==> src/rtl/gmii_tx_monitor.sv <==
`default_nettype none
// ============================================================================
// Module      : gmii_tx_monitor
// Description : GMII transmit-side sink. Strips preamble/SFD, packs frame
//               bytes into a 64-bit AXI-Stream master, checks the FCS and
//               reports per-frame status plus running frame counters.
// Revision    : 1.0 - initial release
// ============================================================================
module gmii_tx_monitor #(
    parameter int MAX_FRAME = 16383,
    parameter int MIN_FRAME = 64
) (
    input  logic        lclk,
    input  logic        rst,
    input  logic [7:0]  gmii_txd,
    input  logic        gmii_tx_en,
    input  logic        gmii_tx_er,
    output logic        m_axis_tvalid,
    input  logic        m_axis_tready,
    output logic [63:0] m_axis_tdata,
    output logic [7:0]  m_axis_tkeep,
    output logic        m_axis_tlast,
    output logic        m_axis_tuser,
    output logic        frame_done,
    output logic [15:0] frame_len,
    output logic        crc_ok,
    output logic [4:0]  err_flags,
    output logic [15:0] frame_cnt,
    output logic [15:0] bad_cnt
);

    localparam logic [1:0]  c_idle      = 2'd0;
    localparam logic [1:0]  c_pre       = 2'd1;
    localparam logic [1:0]  c_data      = 2'd2;
    localparam logic [1:0]  c_drop      = 2'd3;
    localparam logic [31:0] c_residue   = 32'hC704DD7B;
    localparam logic [31:0] c_poly_refl = 32'hEDB88320;
    localparam logic [15:0] c_min_frame = 16'(MIN_FRAME);
    localparam logic [15:0] c_max_frame = 16'(MAX_FRAME);

    // Byte-serial reflected CRC32 (poly 0x04C11DB7, LSB first).
    function automatic logic [31:0] f_crc_byte(input logic [31:0] crc, input logic [7:0] data);
        logic [31:0] c;
        c = crc ^ {24'd0, data};
        for (int i = 0; i < 8; i++) begin
            c = c[0] ? ((c >> 1) ^ c_poly_refl) : (c >> 1);
        end
        return c;
    endfunction

    logic [1:0]  r_state, w_state_nxt;
    logic        r_armed;
    logic [2:0]  r_pre_cnt;
    logic [63:0] r_word, r_hold;
    logic [2:0]  r_lane;
    logic        r_hold_v;
    logic [15:0] r_len;
    logic [31:0] r_crc, w_crc_rev;
    logic        r_txer, r_ovf;

    // Buffered word layout: {user, last, keep[7:0], data[63:0]}.
    logic [73:0] r_out_word, r_skid_word, w_push_word;
    logic        r_out_v, r_skid_v;
    logic        w_push, w_pop, w_drop;
    logic [63:0] w_push_data;
    logic [7:0]  w_push_keep;
    logic        w_push_last, w_push_user;

    logic        w_sfd, w_accept, w_end_data, w_end_drop;
    logic        w_runt, w_oversize, w_crc_ok, w_frame_err;

    logic        r_frame_done, r_crc_ok;
    logic [15:0] r_frame_len, r_frame_cnt, r_bad_cnt;
    logic [4:0]  r_err_flags;

    always_comb begin
        w_crc_rev = '0;
        for (int i = 0; i < 32; i++) begin
            w_crc_rev[i] = r_crc[31-i];
        end
    end

    assign w_sfd       = (r_state == c_pre) && gmii_tx_en && (gmii_txd == 8'hD5);
    assign w_accept    = (r_state == c_data) && gmii_tx_en;
    assign w_end_data  = (r_state == c_data) && !gmii_tx_en;
    assign w_end_drop  = (r_state == c_drop) && !gmii_tx_en;
    assign w_runt      = (r_len < c_min_frame);
    assign w_oversize  = (r_len > c_max_frame);
    assign w_crc_ok    = (w_crc_rev == c_residue);
    assign w_frame_err = r_ovf | w_oversize | w_runt | r_txer | !w_crc_ok;

    always_comb begin
        w_state_nxt = r_state;
        case (r_state)
            c_idle: begin
                if (r_armed && gmii_tx_en) begin
                    w_state_nxt = (gmii_txd == 8'h55) ? c_pre : c_drop;
                end
            end
            c_pre: begin
                if (!gmii_tx_en) begin
                    w_state_nxt = c_idle;
                end else if (gmii_txd == 8'hD5) begin
                    w_state_nxt = c_data;
                end else if (gmii_txd != 8'h55 || r_pre_cnt == 3'd7) begin
                    w_state_nxt = c_drop;
                end
            end
            c_data:  if (!gmii_tx_en) w_state_nxt = c_idle;
            default: if (!gmii_tx_en) w_state_nxt = c_idle;
        endcase
    end

    // A completed word waits one cycle in r_hold so its tlast is known.
    always_comb begin
        w_push      = 1'b0;
        w_push_data = r_hold;
        w_push_keep = 8'hFF;
        w_push_last = 1'b0;
        w_push_user = 1'b0;
        if (r_state == c_data) begin
            if (r_hold_v) begin
                w_push      = 1'b1;
                w_push_last = !gmii_tx_en;
                w_push_user = !gmii_tx_en && w_frame_err;
            end else if (!gmii_tx_en && r_lane != 3'd0) begin
                w_push      = 1'b1;
                w_push_data = r_word;
                w_push_keep = ~(8'hFF << r_lane);
                w_push_last = 1'b1;
                w_push_user = w_frame_err;
            end
        end
    end

    assign w_push_word = {w_push_user, w_push_last, w_push_keep, w_push_data};
    assign w_pop       = r_out_v && m_axis_tready;
    assign w_drop      = w_push && r_out_v && r_skid_v && !w_pop;

    always_ff @(posedge lclk) begin
        if (rst) begin
            r_state   <= c_idle;
            r_armed   <= 1'b0;
            r_pre_cnt <= 3'd0;
            r_word    <= '0;
            r_hold    <= '0;
            r_lane    <= 3'd0;
            r_hold_v  <= 1'b0;
            r_len     <= 16'd0;
            r_crc     <= 32'hFFFFFFFF;
            r_txer    <= 1'b0;
            r_ovf     <= 1'b0;
        end else begin
            r_state <= w_state_nxt;
            r_armed <= r_armed | !gmii_tx_en;
            if (r_state == c_idle) begin
                r_pre_cnt <= 3'd1;
            end else if (r_state == c_pre && gmii_txd == 8'h55) begin
                r_pre_cnt <= r_pre_cnt + 3'd1;
            end
            if (w_sfd) begin
                r_lane   <= 3'd0;
                r_hold_v <= 1'b0;
                r_len    <= 16'd0;
                r_crc    <= 32'hFFFFFFFF;
                r_txer   <= 1'b0;
                r_ovf    <= 1'b0;
            end else if (w_accept) begin
                if (r_lane == 3'd0) begin
                    r_word <= {56'd0, gmii_txd};
                end else begin
                    r_word[{r_lane, 3'b000} +: 8] <= gmii_txd;
                end
                if (r_lane == 3'd7) begin
                    r_hold <= {gmii_txd, r_word[55:0]};
                end
                r_hold_v <= (r_lane == 3'd7);
                r_lane   <= r_lane + 3'd1;
                if (r_len != 16'hFFFF) begin
                    r_len <= r_len + 16'd1;
                end
                r_crc <= f_crc_byte(r_crc, gmii_txd);
                if (gmii_tx_er) begin
                    r_txer <= 1'b1;
                end
                if (w_drop) begin
                    r_ovf <= 1'b1;
                end
            end else begin
                r_hold_v <= 1'b0;
            end
        end
    end

    always_ff @(posedge lclk) begin
        if (rst) begin
            r_out_v     <= 1'b0;
            r_skid_v    <= 1'b0;
            r_out_word  <= '0;
            r_skid_word <= '0;
        end else if (w_pop) begin
            if (r_skid_v) begin
                r_out_word <= r_skid_word;
                if (w_push) begin
                    r_skid_word <= w_push_word;
                end else begin
                    r_skid_v <= 1'b0;
                end
            end else if (w_push) begin
                r_out_word <= w_push_word;
            end else begin
                r_out_v <= 1'b0;
            end
        end else if (!r_out_v) begin
            if (w_push) begin
                r_out_word <= w_push_word;
                r_out_v    <= 1'b1;
            end
        end else if (!r_skid_v && w_push) begin
            r_skid_word <= w_push_word;
            r_skid_v    <= 1'b1;
        end
    end

    always_ff @(posedge lclk) begin
        if (rst) begin
            r_frame_done <= 1'b0;
            r_frame_len  <= 16'd0;
            r_crc_ok     <= 1'b0;
            r_err_flags  <= 5'd0;
            r_frame_cnt  <= 16'd0;
            r_bad_cnt    <= 16'd0;
        end else begin
            r_frame_done <= w_end_data | w_end_drop;
            if (w_end_data) begin
                r_frame_len <= r_len;
                r_crc_ok    <= w_crc_ok;
                r_err_flags <= {r_ovf | w_drop, w_oversize, w_runt, r_txer, 1'b0};
                if (!(r_ovf | w_drop | w_oversize | w_runt | r_txer) && w_crc_ok) begin
                    r_frame_cnt <= r_frame_cnt + 16'd1;
                end else begin
                    r_bad_cnt <= r_bad_cnt + 16'd1;
                end
            end else if (w_end_drop) begin
                r_frame_len <= 16'd0;
                r_crc_ok    <= 1'b0;
                r_err_flags <= 5'b00001;
                r_bad_cnt   <= r_bad_cnt + 16'd1;
            end
        end
    end

    assign m_axis_tvalid = r_out_v;
    assign m_axis_tuser  = r_out_word[73];
    assign m_axis_tlast  = r_out_word[72];
    assign m_axis_tkeep  = r_out_word[71:64];
    assign m_axis_tdata  = r_out_word[63:0];
    assign frame_done    = r_frame_done;
    assign frame_len     = r_frame_len;
    assign crc_ok        = r_crc_ok;
    assign err_flags     = r_err_flags;
    assign frame_cnt     = r_frame_cnt;
    assign bad_cnt       = r_bad_cnt;

endmodule
`default_nettype wire

==> config.mk <==
export PLATFORM = sky130hd
export DESIGN_NAME = gmii_tx_monitor
export DESIGN_NICKNAME = d
export VERILOG_FILES = /design/src/rtl/gmii_tx_monitor.sv
export SDC_FILE = /design/constraint.sdc
export NUM_CORES = 1
export LEC_CHECK = 0
export ABC_CLOCK_PERIOD_IN_PS = 2500
export CAP_MARGIN = 20
export CORE_MARGIN = 5
export CORE_UTILIZATION = 52
export CTS_CLUSTER_DIAMETER = 60
export DETAILED_ROUTE_END_ITERATION = 10
export GPL_TIMING_DRIVEN = 0
export PLACE_DENSITY_LB_ADDON = 0.3
export SYNTH_ARGS = -nofsm -noshare
export SYNTH_HDL_FRONTEND = slang
export SYNTH_SLANG_ARGS = --single-unit
==> constraint.sdc <==
create_clock -name lclk -period 2.5 [get_ports lclk]
set_clock_uncertainty 0.05 [all_clocks]
set_input_delay 0.75 -clock lclk [delete_from_list [all_inputs] [get_ports lclk]]
set_output_delay 0.75 -clock lclk [all_outputs]
set_load 0.05 [all_outputs]
Word-level counts from Yosys, hierarchy flattened
Cells that the tools add are included.
{"block": "classes", "n_addsub": 6, "order_cmp": 2, "eq_ne": 19, "shift": 3, "muxes": 60, "bitwise": 22, "reduce_logical": 43}
{"cell": "74-bit two-way mux", "n": 9}
{"cell": "32-bit two-way mux", "n": 8}
{"cell": "64-bit two-way mux", "n": 4}
{"cell": "13-bit NOT with 14-bit output", "n": 8}
{"cell": "16-bit two-way mux", "n": 5}
{"cell": "64-bit bitwise mux", "n": 1}
{"cell": "8-bit by 8-bit variable shift with 64-bit output, first input constant", "n": 1}
{"cell": "8-bit by 8-bit indexed part select with 64-bit output", "n": 1}
{"cell": "16-bit by 1-bit adder with 16-bit output, second input constant", "n": 3}
{"cell": "32-bit == test, second input constant", "n": 1}
{"cell": "32-bit by 8-bit bitwise XOR with 32-bit output", "n": 1}
{"cell": "8-bit two-way mux", "n": 3}
{"cell": "1-bit two-way mux", "n": 21}
{"cell": "16-bit by 14-bit > comparator with 1-bit output, second input constant", "n": 1}
{"cell": "16-bit by 7-bit < comparator with 1-bit output, second input constant", "n": 1}
{"cell": "16-bit != test, second input constant", "n": 1}
{"cell": "2-bit AND reduction", "n": 8}
{"cell": "1-bit logical AND", "n": 15}
{"cell": "2-bit two-way mux", "n": 6}
{"cell": "2-bit != test, second input constant", "n": 6}
{"cell": "5-bit two-way mux", "n": 2}
{"cell": "1-bit bitwise OR", "n": 10}
{"cell": "8-bit by 7-bit == test with 1-bit output, second input constant", "n": 1}
{"cell": "8-bit == test, second input constant", "n": 1}
{"cell": "other kinds (23)", "n": 37}
{"block": "word_totals", "ff_bits": 393, "inputBits": 13, "output_inout_bits": 130, "elab_cells": 178}

Longest topological paths before layout
Gate-level depths: netlist (run 1).
{"block": "depth", "word_depth": 17, "mapped_depth": 13, "ltp_nobuf": 8}

Worst setup path after synthesis (run 1)
Ideal clock, no wire load.
{"block": "synth_path", "path_kind": "reg-to-reg", "start": "reg r_lane[0]", "end": "reg r_skid_word[0]", "setup_ns": 0.128, "t_arrival_ns": 2.553, "t_required_ns": 2.322, "slack_ns": -0.230, "path_stages_with_launch": 14, "path_buffers": 5, "period_less_slack_ns": 2.730, "cell_sequence": "dfxtp_1 clkbuf_1 inv_1 ha_1 ha_1 o21bai_1 and2_1 buf_2 and3_1 buf_2 buf_6 buf_4 mux2i_1 nor2_1"}
{"block": "synth_via", "elab_chain_len": 8, "word_cells_on_any_way": 17, "classes_between": "eq/ne (1); mux (11); reduce/logical (5)"}
{"item": "from (decl)", "line_no": "55", "rtl": "logic [2:0] r_lane;"}
{"item": "from (signal assigned)", "line_no": "178", "rtl": "r_lane <= r_lane + 3'd1;"}
{"item": "3-bit nonzero test (*)", "line_no": "126", "rtl": "end else if (!gmii_tx_en && r_lane != 3'd0) begin"}
{"item": "1-bit logical AND (*)", "line_no": "126"}
{"item": "64-bit two-way mux or 1-bit two-way mux (tied branches)", "line_no": "126"}
{"item": "64-bit two-way mux or 1-bit two-way mux (tied branches)", "line_no": "122", "rtl": "if (r_hold_v) begin"}
{"item": "64-bit two-way mux or 1-bit two-way mux (tied branches)", "line_no": "121", "rtl": "if (r_state == c_data) begin"}
{"item": "74-bit two-way mux (tied with other cells)", "line_no": "219", "rtl": "end else if (!r_skid_v && w_push) begin"}
{"item": "74-bit two-way mux (tied with other cells)", "line_no": "214", "rtl": "end else if (!r_out_v) begin"}
{"item": "74-bit two-way mux or 4-bit AND reduction (tied branches)"}
{"item": "to (signal assigned)", "line_no": "205", "rtl": "r_skid_word <= w_push_word;"}
{"item": "to (signal assigned)", "line_no": "220", "rtl": "r_skid_word <= w_push_word;"}
{"item": "to (decl)", "line_no": "62", "rtl": "logic [73:0] r_out_word, r_skid_word, w_push_word;"}
Mark *: on every way between the ends. The rest lies on a longest branch, timed or not. The select of a mux whose other input is x is not followed.
A chain may end at the register's enable or synchronous reset.

Worst setup path after layout (run 1)
{"block": "layout_path", "start": "reg r_lane[0]", "end": "reg r_frame_cnt[14] (netlist: frame_cnt[14])"}
{"block": "layout_via", "elab_chain_len": 15}
{"item": "3-bit nonzero test", "line_no": "126"}
{"item": "1-bit logical AND", "line_no": "126"}
{"item": "1-bit two-way mux", "line_no": "126"}
{"item": "1-bit two-way mux", "line_no": "122"}
{"item": "1-bit two-way mux", "line_no": "121"}
{"item": "1-bit logical AND (3 in a row)", "line_no": "138", "rtl": "assign w_drop = w_push && r_out_v && r_skid_v && !w_pop;"}
{"item": "1-bit bitwise OR (4 in a row)", "line_no": "239", "rtl": "if (!(r_ovf | w_drop | w_oversize | w_runt | r_txer) && w_crc_ok) begin"}
{"item": "1-bit zero test", "line_no": "239"}
{"item": "1-bit logical AND", "line_no": "239"}
{"item": "2-bit AND reduction (no source line)"}
{"item": "to (signal assigned)", "line_no": "240", "rtl": "r_frame_cnt <= r_frame_cnt + 16'd1;"}
{"item": "to (decl)", "line_no": "73", "rtl": "logic [15:0] r_frame_len, r_frame_cnt, r_bad_cnt;"}
Every way passes these cells.

==> results of run 1 <==
==> worst max-delay path by stage <==
stage / start / to / cells past startpoint
after global routing: r_lane[0] / frame_cnt[14] / 10
final: r_lane[0] / frame_cnt[14] / 10
after CTS: r_lane[0] / frame_cnt[14] / 10
after global placement: gmii_txd[4] / r_len[5] / 7
after detailed placement: gmii_txd[4] / r_len[14] / 7
after floorplan: r_lane[0] / r_skid_word[0] / 13
==> routing by layer <==
| layer | vias up | GRT usage [%] | share of wire [%] |
|---|---|---|---|
| li1 | 7143 | - | - |
| met1 | 7136 | 35.0 | 43 |
| met2 | 575 | 42.3 | 47 |
| met3 | 99 | 4.87 | 7.4 |
| met4 | 0 | 9.02 | 3.2 |
| met5 | - | 0 | 0 |
==> cells in the mapped netlist, types with 5 or more instances <==
library cell	count
nor3b_1	5
o21ai_0	16
nor4_1	12
and4_1	7
nand2_1	253
mux2i_1	65
and3_1	8
nor2_1	234
a211oi_1	75
nand3b_1	14
ha_1	12
dfxtp_1	393
xnor2_1	52
clkbuf_1	123
buf_2	22
or3_1	12
nor2b_1	10
or4_1	20
nand4_1	15
a311oi_1	5
o22ai_1	66
and2_1	7
nand3_1	46
o31ai_1	18
a41o_1	6
a22oi_1	35
buf_1	7
inv_1	16
mux2_2	67
nor3_1	12
a31oi_1	6
a21oi_1	155
xor2_1	22
o211ai_1	31
==> stage by stage <==
stage / util, % / worst slack (ns) / instance area [sq um]
2_1_floorplan: - / 0.0174 / 16800
3_3_place_gp: 58.9 / -1.52 / 18700
3_5_place_dp: 58.9 / -1.48 / 18700
4_1_cts: 64.3 / -0.0203 / 20400
5_1_grt: 65.9 / -0.150 / 20900
6_report: 65.9 / -0.0556 / 20900
==> registers in the layout (all words and copies together), names as in the netlist, 3 cells and up <==
| name | count |
|---|---|
| r_word | 64 |
| r_hold | 64 |
| frame_len | 16 |
| r_pre_cnt | 3 |
| r_len | 16 |
| r_crc | 32 |
| frame_cnt | 16 |
| err_flags | 5 |
| bad_cnt | 16 |
| r_lane | 3 |
| r_out_word | 74 |
| r_skid_word | 74 |
==> area by class of cell <==
type / count / share of cell area (%)
flip-flops and latches: 393 / 37.6
inverters: 16 / 0.311
plain buffers: 151 / 4.12
repair buffers: 160 / 7.83
multi-input cells: 1337 / 41.5
diodes: 1 / 0.0120
well taps: 402 / 2.41
clock buffers: 57 / 5.62
clock inverters: 12 / 0.562
==> cells by family (layout without fill, tap and decap cells) <==
group,after synthesis,after routing,synth area share (%)
xor gates and xnor gates,79,79,4.53
DFF,393,393,47.0
AOI/OAI and AO/OA,435,435,16.7
muxes,132,132,8.39
adders and majority gates,12,12,0.896
buffers and inverters,171,396,4.08
and+or+nand+nor,679,679,18.4
other,0,1,0
==> power by group through the flow <==
stage / Clock (mW) / Sequential (mW) / Combinational (mW)
floorplan: 0 / 6.49 / 0.545
global placement: 0 / 6.47 / 0.785
detailed placement: 0 / 6.47 / 0.788
CTS: 6.02 / 6.34 / 0.822
global route: 6.31 / 6.34 / 0.918
finish: 5.94 / 6.34 / 0.859
==> worst max-delay path, delay by kind of cell, from the launching register on <==
family | cells | cell delay [ns]
DFF | 1 | 0.33
adders and majority gates | 2 | 0.30
buffers and inverters | 3 | 0.40
AOI/OAI and AO/OA | 3 | 0.60
and+or+nand+nor | 2 | 0.80
==> repair_timing <==
action,in CTS,in global routing
gates cloned,1,1
pin swaps,18,12
gates resized for setup,190,153
hold endpoints to repair,0,0
buffers inserted,9,7
hold buffers,0,0
endpoints found under the setup margin,441,341
==> metrics, run 1 <==
outcome complete, but fails checks; failing checks setup timing; largest area contributor in the netlist dfxtp_1; post-synth top area share a little under half; Area contributors post-synth dfxtp_1 (47%), nand2_1 (5.7%), nor2_1 (5.2%); sequential cell area fraction in the yosys report 47.0%; Final period util 102%; Die ar. ~0.036 sq mm; final hold vios 0; DRC errors left 0; Worst-Margin Slew ~1.1 ns; Die H about 190 um; Internal between 10 and 15 mW; Clock power frac a little under half; via density per instance around 5.9; setup_tns -0.179 ns; Chip Width between 150 and 200 um; FF+latch count, synth roughly 390; Max Cap Viol 0; hold path depth 2; final worst slack -0.0556 ns; critical path cell sequence buf_8, inv_6, ha_4, ha_4, o21bai_4, a2111oi_4, nand4b_1, buf_6, or4_4, a21oi_2; reg2reg setup slack -0.06 ns; most common cell after layout, fill and taps aside dfxtp_1; CP most frequent cell ha_4; Hold WC Path Type reg2reg; setup violators final 7; GP Congestion roughly 0.9; startpoint types register; relative slew slack between 20% and 30%; Netlist cell types 63; FP Rows 65; slowest CP cell or4_4; Arr. time, crit path slightly below 3 ns; All-Layer GR Usage 26.0%; Comb power frac between 6 and 7%; syn_nets just under 2000; Clock Tree Root clkbuf_16; PD cells between 600 and 700 mW/mm^2; Reg power frac 48.3%; first-pass GRT wire length a little under 80 mm; largest net degree at the start of global routing 14; RR Endpoint frame_cnt[14]; Worst-path clk slew 0.06 ns; Boundary Pins ~140; RSZ-0062 raised after global routing true; P&R area growth vs syn 24.8%; crit end category register; maximum clock insertion buffer count 3; Worst Reg-to-Reg Cells 10; DR vias roughly 15000; Mapped Avg Cell Area between 8 and 9 sq um; core area around 0.032 sq mm; Cell Area, Synth about 0.017 sq mm; ys flop type dfxtp_1; Crit Path Max Fanout 5; H-tree levels 2; reg2reg start r_lane[0]; final wirelength between 40 and 50 mm; PortBufs roughly 140; GRT overflow 0; drt initial violations between 1000 and 1500; FF+latch area slightly below 0.008 sq mm; Slew Viols, Final 0; Detailed Place HPWL around 33 mm; hold_sp frame_len[2]; sw frac 23.2%; area of the multi-input gates 0.00868 sq mm; DR WL/cell 19.3 um; Pre-Repair DR Iteration Count 6; f_max about 390 MHz; Async S/R FF share, synth 0%; P_sw 3.04 mW; minimum clock period about 2.6 ns; Ys Warns 0; fillers 2555; Total Power 13.1 mW; antenna violations before repair 1; share of layout cells above drive strength 1 between 10 and 15%; Post-Synthesis Cells around 1900; Min-Delay Endpoint frame_len[2]; clock sinks between 300 and 400; Hold Slack ~0.4 ns; Starting Density between 50 and 60%; Max rail drop VDD about 0.00042 V; clock buffer count from CTS 41; TritonCTS clock tree done; crit-path max cell delay between 0.5 and 0.6 ns; final net count between 2000 and 2500; Post-synth EDFFs 0; non-filler cells, final roughly 2500; Clk Latency, worst-skew pair around 0.54 ns; Worst Path Required 2.91 ns; crit path kind reg2reg; cell count after placement between 2000 and 2500; Final ANT Viol Nets 0; most frequent cells in the layout dfxtp_1 (390), nand2_1 (251), nor2_1 (233); P_leak 8.53 nW; vias in the first global route 14400
Note: power is estimated with default switching activity, not from simulation.
==> run 2: changes to the inputs <==
--- a/config.mk
+++ b/config.mk
@@ -10,7 +10,9 @@
 export CORE_MARGIN = 5
 export CORE_UTILIZATION = 52
 export CTS_CLUSTER_DIAMETER = 60
+export CTS_CLUSTER_SIZE = 12
 export DETAILED_ROUTE_END_ITERATION = 10
+export GPL_ROUTABILITY_DRIVEN = 0
 export GPL_TIMING_DRIVEN = 0
 export PLACE_DENSITY_LB_ADDON = 0.3
 export SYNTH_ARGS = -nofsm -noshare
==> run 2 against run 1 <==
  * The flow now finishes without violations
  * Core utilization is 1.1 points lower
  * Final cell count is 0.91% lower
  * Die area stayed put
  * Non-clock buffer count is 1 lower
  * Flip-flop and latch count stayed put
  * Sequential power hardly changed
  * Global-route usage is 0.53 points lower
  * Count of clock-buffer cells in the layout is 14 lower
  * Setup slack better by 0.082 ns
  * Worst hold slack better by 0.0018 ns
  * Critical path type is now reg2out
  * Largest cell class unchanged
  * Largest power group unchanged
==> metrics, run 2 (synthesis gave the netlist of run 1 again) <==
startpoint types register; PortBufs roughly 140; Final period util 98.9%; share of layout cells above drive strength 1 between 10 and 15%; maximum clock insertion buffer count 3; Worst-Margin Slew slightly below 1 ns; delay-heaviest family, CP buffers and inverters; drt initial violations roughly 1300; Area after DPL 0.0187 sq mm; antenna violations before repair 0; largest net degree at the start of global routing 15; most common cell after layout, fill and taps aside dfxtp_1; FP Rows 65; Clock power frac around two fifths; Hold WC Path Type reg2reg; most frequent cells in the layout dfxtp_1 (390), nand2_1 (252), nor2_1 (233); Starting Density between 50 and 60%; setup_tns 0 ns; CP bufs+invs 1; Max rail drop VDD just over 0.0005 V; clock sinks 393; via density per instance just under 6; first-pass GRT wire length around 76 mm; Die ar. between 0.03 and 0.04 sq mm; Critical Path Start frame_len[3]; fillers roughly 2600; final hold vios 0; crit end category primary output; Max Cap Viol 0; f_max ~400 MHz; RSZ-0062 raised after global routing true; Final Cell Area 0.0206 sq mm; Chip Width roughly 190 um; Die H around 190 um; PD cells between 600 and 700 mW/mm^2; # diodes 0; crit path kind reg2out; Detailed Place HPWL approximately 33 mm; hold_sp r_hold[2]; Crit Path Max Fanout 2; Worst Path Required between 1.5 and 2 ns; Boundary Pins around 140; TritonCTS clock tree done; DRC errors left 0; Clock Tree Root clkbuf_16; GRT overflow 0; Internal between 9 and 10 mW; Total Power 12.4 mW; P_sw between 2 and 3 mW; All-Layer GR Usage 25.5%; DR vias 14900; Final ANT Viol Nets 0; critical path cell sequence clkdlybuf4s50_1; slowest CP cell clkdlybuf4s50_1; Reg power frac between 50% and 60%; Arr. time, crit path between 1.5 and 2 ns; H-tree levels 2; final net count between 2000 and 2500; P&R area growth vs syn 22.7%; minimum clock period between 2 and 2.5 ns; vias in the first global route between 10000 and 15000; outcome complete, no violations; Worst-path clk slew 0.06 ns; DR WL/cell about 19 um; clock buffer count from CTS 39; reg2reg start r_lane[0]; sw frac between 20% and 30%; top flop regs r_out_word x74, r_skid_word x74; crit-path max cell delay ~0.81 ns; Pre-Repair DR Iteration Count 5; Comb power frac roughly 7.0%; relative slew slack 35.4%; Hold Slack 0.400 ns; core area 0.0317 sq mm; setup violators final 0; P_leak around 8 nW; Clk Latency, worst-skew pair about 0.53 ns; final wirelength between 40 and 50 mm; Slew Viols, Final 0
-- run 2: changes by cell type in the layout (fill, tap and decap cells not counted), sizes merged --
| cell | before | now |
|---|---|---|
| clkinv | 8 | 1 |
| dlymetal6s2s | 52 | 43 |
| clkdlybuf4s50 | 19 | 38 |
| clkinvlp | 0 | 1 |
| diode | 1 | 0 |
| clkdlybuf4s15 | 0 | 2 |
| buf | 61 | 55 |
| dlygate4sd2 | 69 | 58 |
| bufinv | 2 | 0 |
| clkbuf | 167 | 157 |
| inv | 18 | 19 |
-- run 2: final timing paths --
check,to,slack [ns],cells past startpoint
setup / recovery,frame_len[3],0.03,1
hold / removal,r_hold[2],0.40,2
setup reg to reg,r_out_word[36],0.05,12
hold reg to reg,r_hold[2],0.40,2
-- run 2: area by class of cell --
class	count	area [sq um]	area share, %
Tap cell	402	503	2.45
Buffer	150	812	3.95
Inverter	16	65.1	0.316
Multi-Input combinational cell	1337	8620	41.9
Timing Repair Buffer	160	1630	7.94
Sequential cell	393	7870	38.3
Clock buffer	43	1020	4.97
Clock inverter	5	38.8	0.189
-- run 2: power groups by stage --
stage                     combinational [mW]  sequential [mW]  clock, mW
final                                  0.872             6.34       5.21
after global placement                 0.780             6.47          0
after floorplan                        0.545             6.49          0
after global routing                   0.931             6.34       5.55
after detailed placement               0.795             6.47          0
after CTS                              0.832             6.34       5.30
-- run 2: repair_timing --
action | CTS | global route
hold endpoints to repair | 0 | 0
gates resized for setup | 168 | 112
hold buffers | 0 | 0
gates cloned | 1 | 0
setup endpoints to repair | 429 | 321
setup buffers | 10 | 7
pin swaps | 5 | 17
-- run 2: per-layer routing --
layer / vias to the layer above / wire length (um) / GRT usage [%] / share of wire [%]
met1: 7172 / 21000 / 34.7 / 44
met3: 101 / 3240 / 4.15 / 6.8
met2: 493 / 22200 / 41.7 / 46
li1: 7104 / - / - / -
met4: 0 / 1500 / 8.07 / 3.1
met5: - / 0 / 0 / 0
-- run 2: through the flow --
step | utilization [%] | worst slack, ns | std cells
after floorplan | - | 0.0174 | 1901
after global placement | 58.9 | -1.49 | 2444
after detailed placement | 58.9 | -1.47 | 2445
after CTS | 63.6 | 0.0000822 | 2502
after global routing | 64.8 | -0.0534 | 2506
final | 64.8 | 0.0266 | 2506
==> run 3: changes to the inputs <==
--- a/config.mk
+++ b/config.mk
@@ -9,12 +9,13 @@
 export CAP_MARGIN = 20
 export CORE_MARGIN = 5
 export CORE_UTILIZATION = 52
-export CTS_CLUSTER_DIAMETER = 60
+export CTS_CLUSTER_DIAMETER = 50
 export CTS_CLUSTER_SIZE = 12
 export DETAILED_ROUTE_END_ITERATION = 10
 export GPL_ROUTABILITY_DRIVEN = 0
 export GPL_TIMING_DRIVEN = 0
 export PLACE_DENSITY_LB_ADDON = 0.3
+export SETUP_SLACK_MARGIN = 0.5
 export SYNTH_ARGS = -nofsm -noshare
 export SYNTH_HDL_FRONTEND = slang
 export SYNTH_SLANG_ARGS = --single-unit
==> run 3 against run 2 <==
  * Flip-flop and latch count is the same
  * Clock power grew 15%
  * Final area grew 16%
  * Sequential power is essentially flat
  * Total power grew 7.1%
  * Critical endpoint is now r_out_word[1]
  * Count of clock-buffer cells in the layout grew 11
  * Worst hold slack gained 0.0048 ns
  * Final cell count grew 4.3%
  * Non-clock buffer count grew 89
  * First-iteration DRC count grew 18%
==> metrics, run 3 (synthesis gave the netlist of run 1 again) <==
P_leak 9.03 nW; Worst-path clk slew roughly 0.060 ns; DR WL/cell between 20 and 25 um; DR vias 16300; first-pass GRT wire length around 83 mm; f_max approximately 400 MHz; Clock Tree Root clkbuf_16; Worst-Margin Slew ~0.83 ns; maximum clock insertion buffer count 3; setup violators final 0; largest net degree at the start of global routing 13; most common cell after layout, fill and taps aside dfxtp_1; Slew Viols, Final 0; Starting Density between 50% and 60%; Area after DPL 0.0194 sq mm; reg2reg start r_lane[1]; relative slew slack between 40 and 50%; core area approximately 0.032 sq mm; non-filler cells, final 2613; Hold Slack between 0.4 and 0.5 ns; TritonCTS clock tree done; FP Rows 65; P&R area growth vs syn 41.9%; setup_tns 0 ns; All-Layer GR Usage 28.1%; final wirelength about 57 mm; Die H ~190 um; Pre-Repair DR Iteration Count 7; reg2reg setup slack 0.003 ns; RSZ-0062 raised after global routing true; GRT overflow 0; Max Cap Viol 0; final hold vios 0; hold buffer count at cts 0; H-tree levels 2; final net count 2216; Hold WC Path Type reg2reg; share of layout cells above drive strength 1 approximately 28%; top flop regs r_out_word x74, r_skid_word x74; drt initial violations 1573; DRC errors left 0; Clk Latency, worst-skew pair approximately 0.55 ns; startpoint types register; Final Cell Area ~0.024 sq mm; minimum clock period 2.50 ns; hold_sp r_hold[56]; vias in the first global route between 15000 and 20000; cell count after placement between 2000 and 2500; PD cells ~560 mW/mm^2; via density per instance 6.22; Worst Path Required 2.89 ns; crit end category register; Chip Width approximately 190 um; Critical Path Start r_lane[1]; Arr. time, crit path 2.89 ns; final core utilization between 70 and 80%; Final period util between 90% and 100%; Crit Path Max Fanout 6; crit path kind reg2reg; Die ar. around 0.036 sq mm; PortBufs between 100 and 150; Boundary Pins 143; Max rail drop VDD between 0.0005 and 0.0006 V; outcome complete, no violations; most frequent cells in the layout dfxtp_1 (385), nand2_1 (248), nor2_1 (221); clock buffer count from CTS between 40 and 50; Final ANT Viol Nets 0; Detailed Place HPWL approximately 33 mm; # diodes 0; clock sinks 393; antenna violations before repair 0
==> run 3: routing by layer <==
metal  GRT usage [%]  vias up  part of all wire, %
met5               0        -                    0
met4            14.6        0                  6.3
met3            4.41      256                  6.9
met2            48.7      819                   49
met1            33.7     7856                   38
li1                -     7333                    -
==> run 3: final cells by class <==
| type | instances | area [sq um] |
|---|---|---|
| Buffer | 155 | 1360 |
| Clock buffer | 54 | 1190 |
| Clock inverter | 10 | 85.1 |
| Fill cell | 1986 | 7940 |
| Inverter | 16 | 77.6 |
| Multi-Input combinational cell | 1339 | 10000 |
| Sequential cell | 393 | 7880 |
| Tap cell | 402 | 503 |
| Timing Repair Buffer | 244 | 2650 |
==> run 3: power by group <==
group | total (mW) | internal, mW | leakage [nW] | switching, mW
Clock | 5.99 | 3.43 | 0.629 | 2.56
Sequential | 6.34 | 6.30 | 3.17 | 0.0421
Combinational | 0.971 | 0.374 | 5.22 | 0.596
==> run 3: critical path, cell delays in order (launching register included) <==
cell      delay [ns]
dfxtp_2         0.39
inv_1           0.09
ha_4            0.17
ha_4            0.18
o21bai_4        0.21
buf_4           0.16
buf_6           0.10
nand2_4         0.06
a21oi_4         0.15
buf_12          0.16
buf_12          0.11
buf_16          0.12
buf_6           0.12
nor2_1          0.05
a211oi_1        0.25
==> run 3: worst paths after layout <==
path | end | cells past startpoint
max | r_out_word[1] | 14
min reg2reg | r_hold[56] | 2
min | r_hold[56] | 2
max reg2reg | r_out_word[1] | 14
==> run 3: metrics by stage <==
step                      setup slack, ns  total power, mW
final                             0.00297             13.3
after global routing              -0.0517             13.6
after CTS                           0.145             13.2
after detailed placement           -0.805             7.32
after global placement             -0.758             7.29
after floorplan                     0.255             7.08
==> run 3: repair_timing <==
action	4_1_cts	5_1_grt
gates cloned	18	14
pin swaps	69	46
setup endpoints to repair	522	452
resized for setup	596	221
setup buffers	46	27
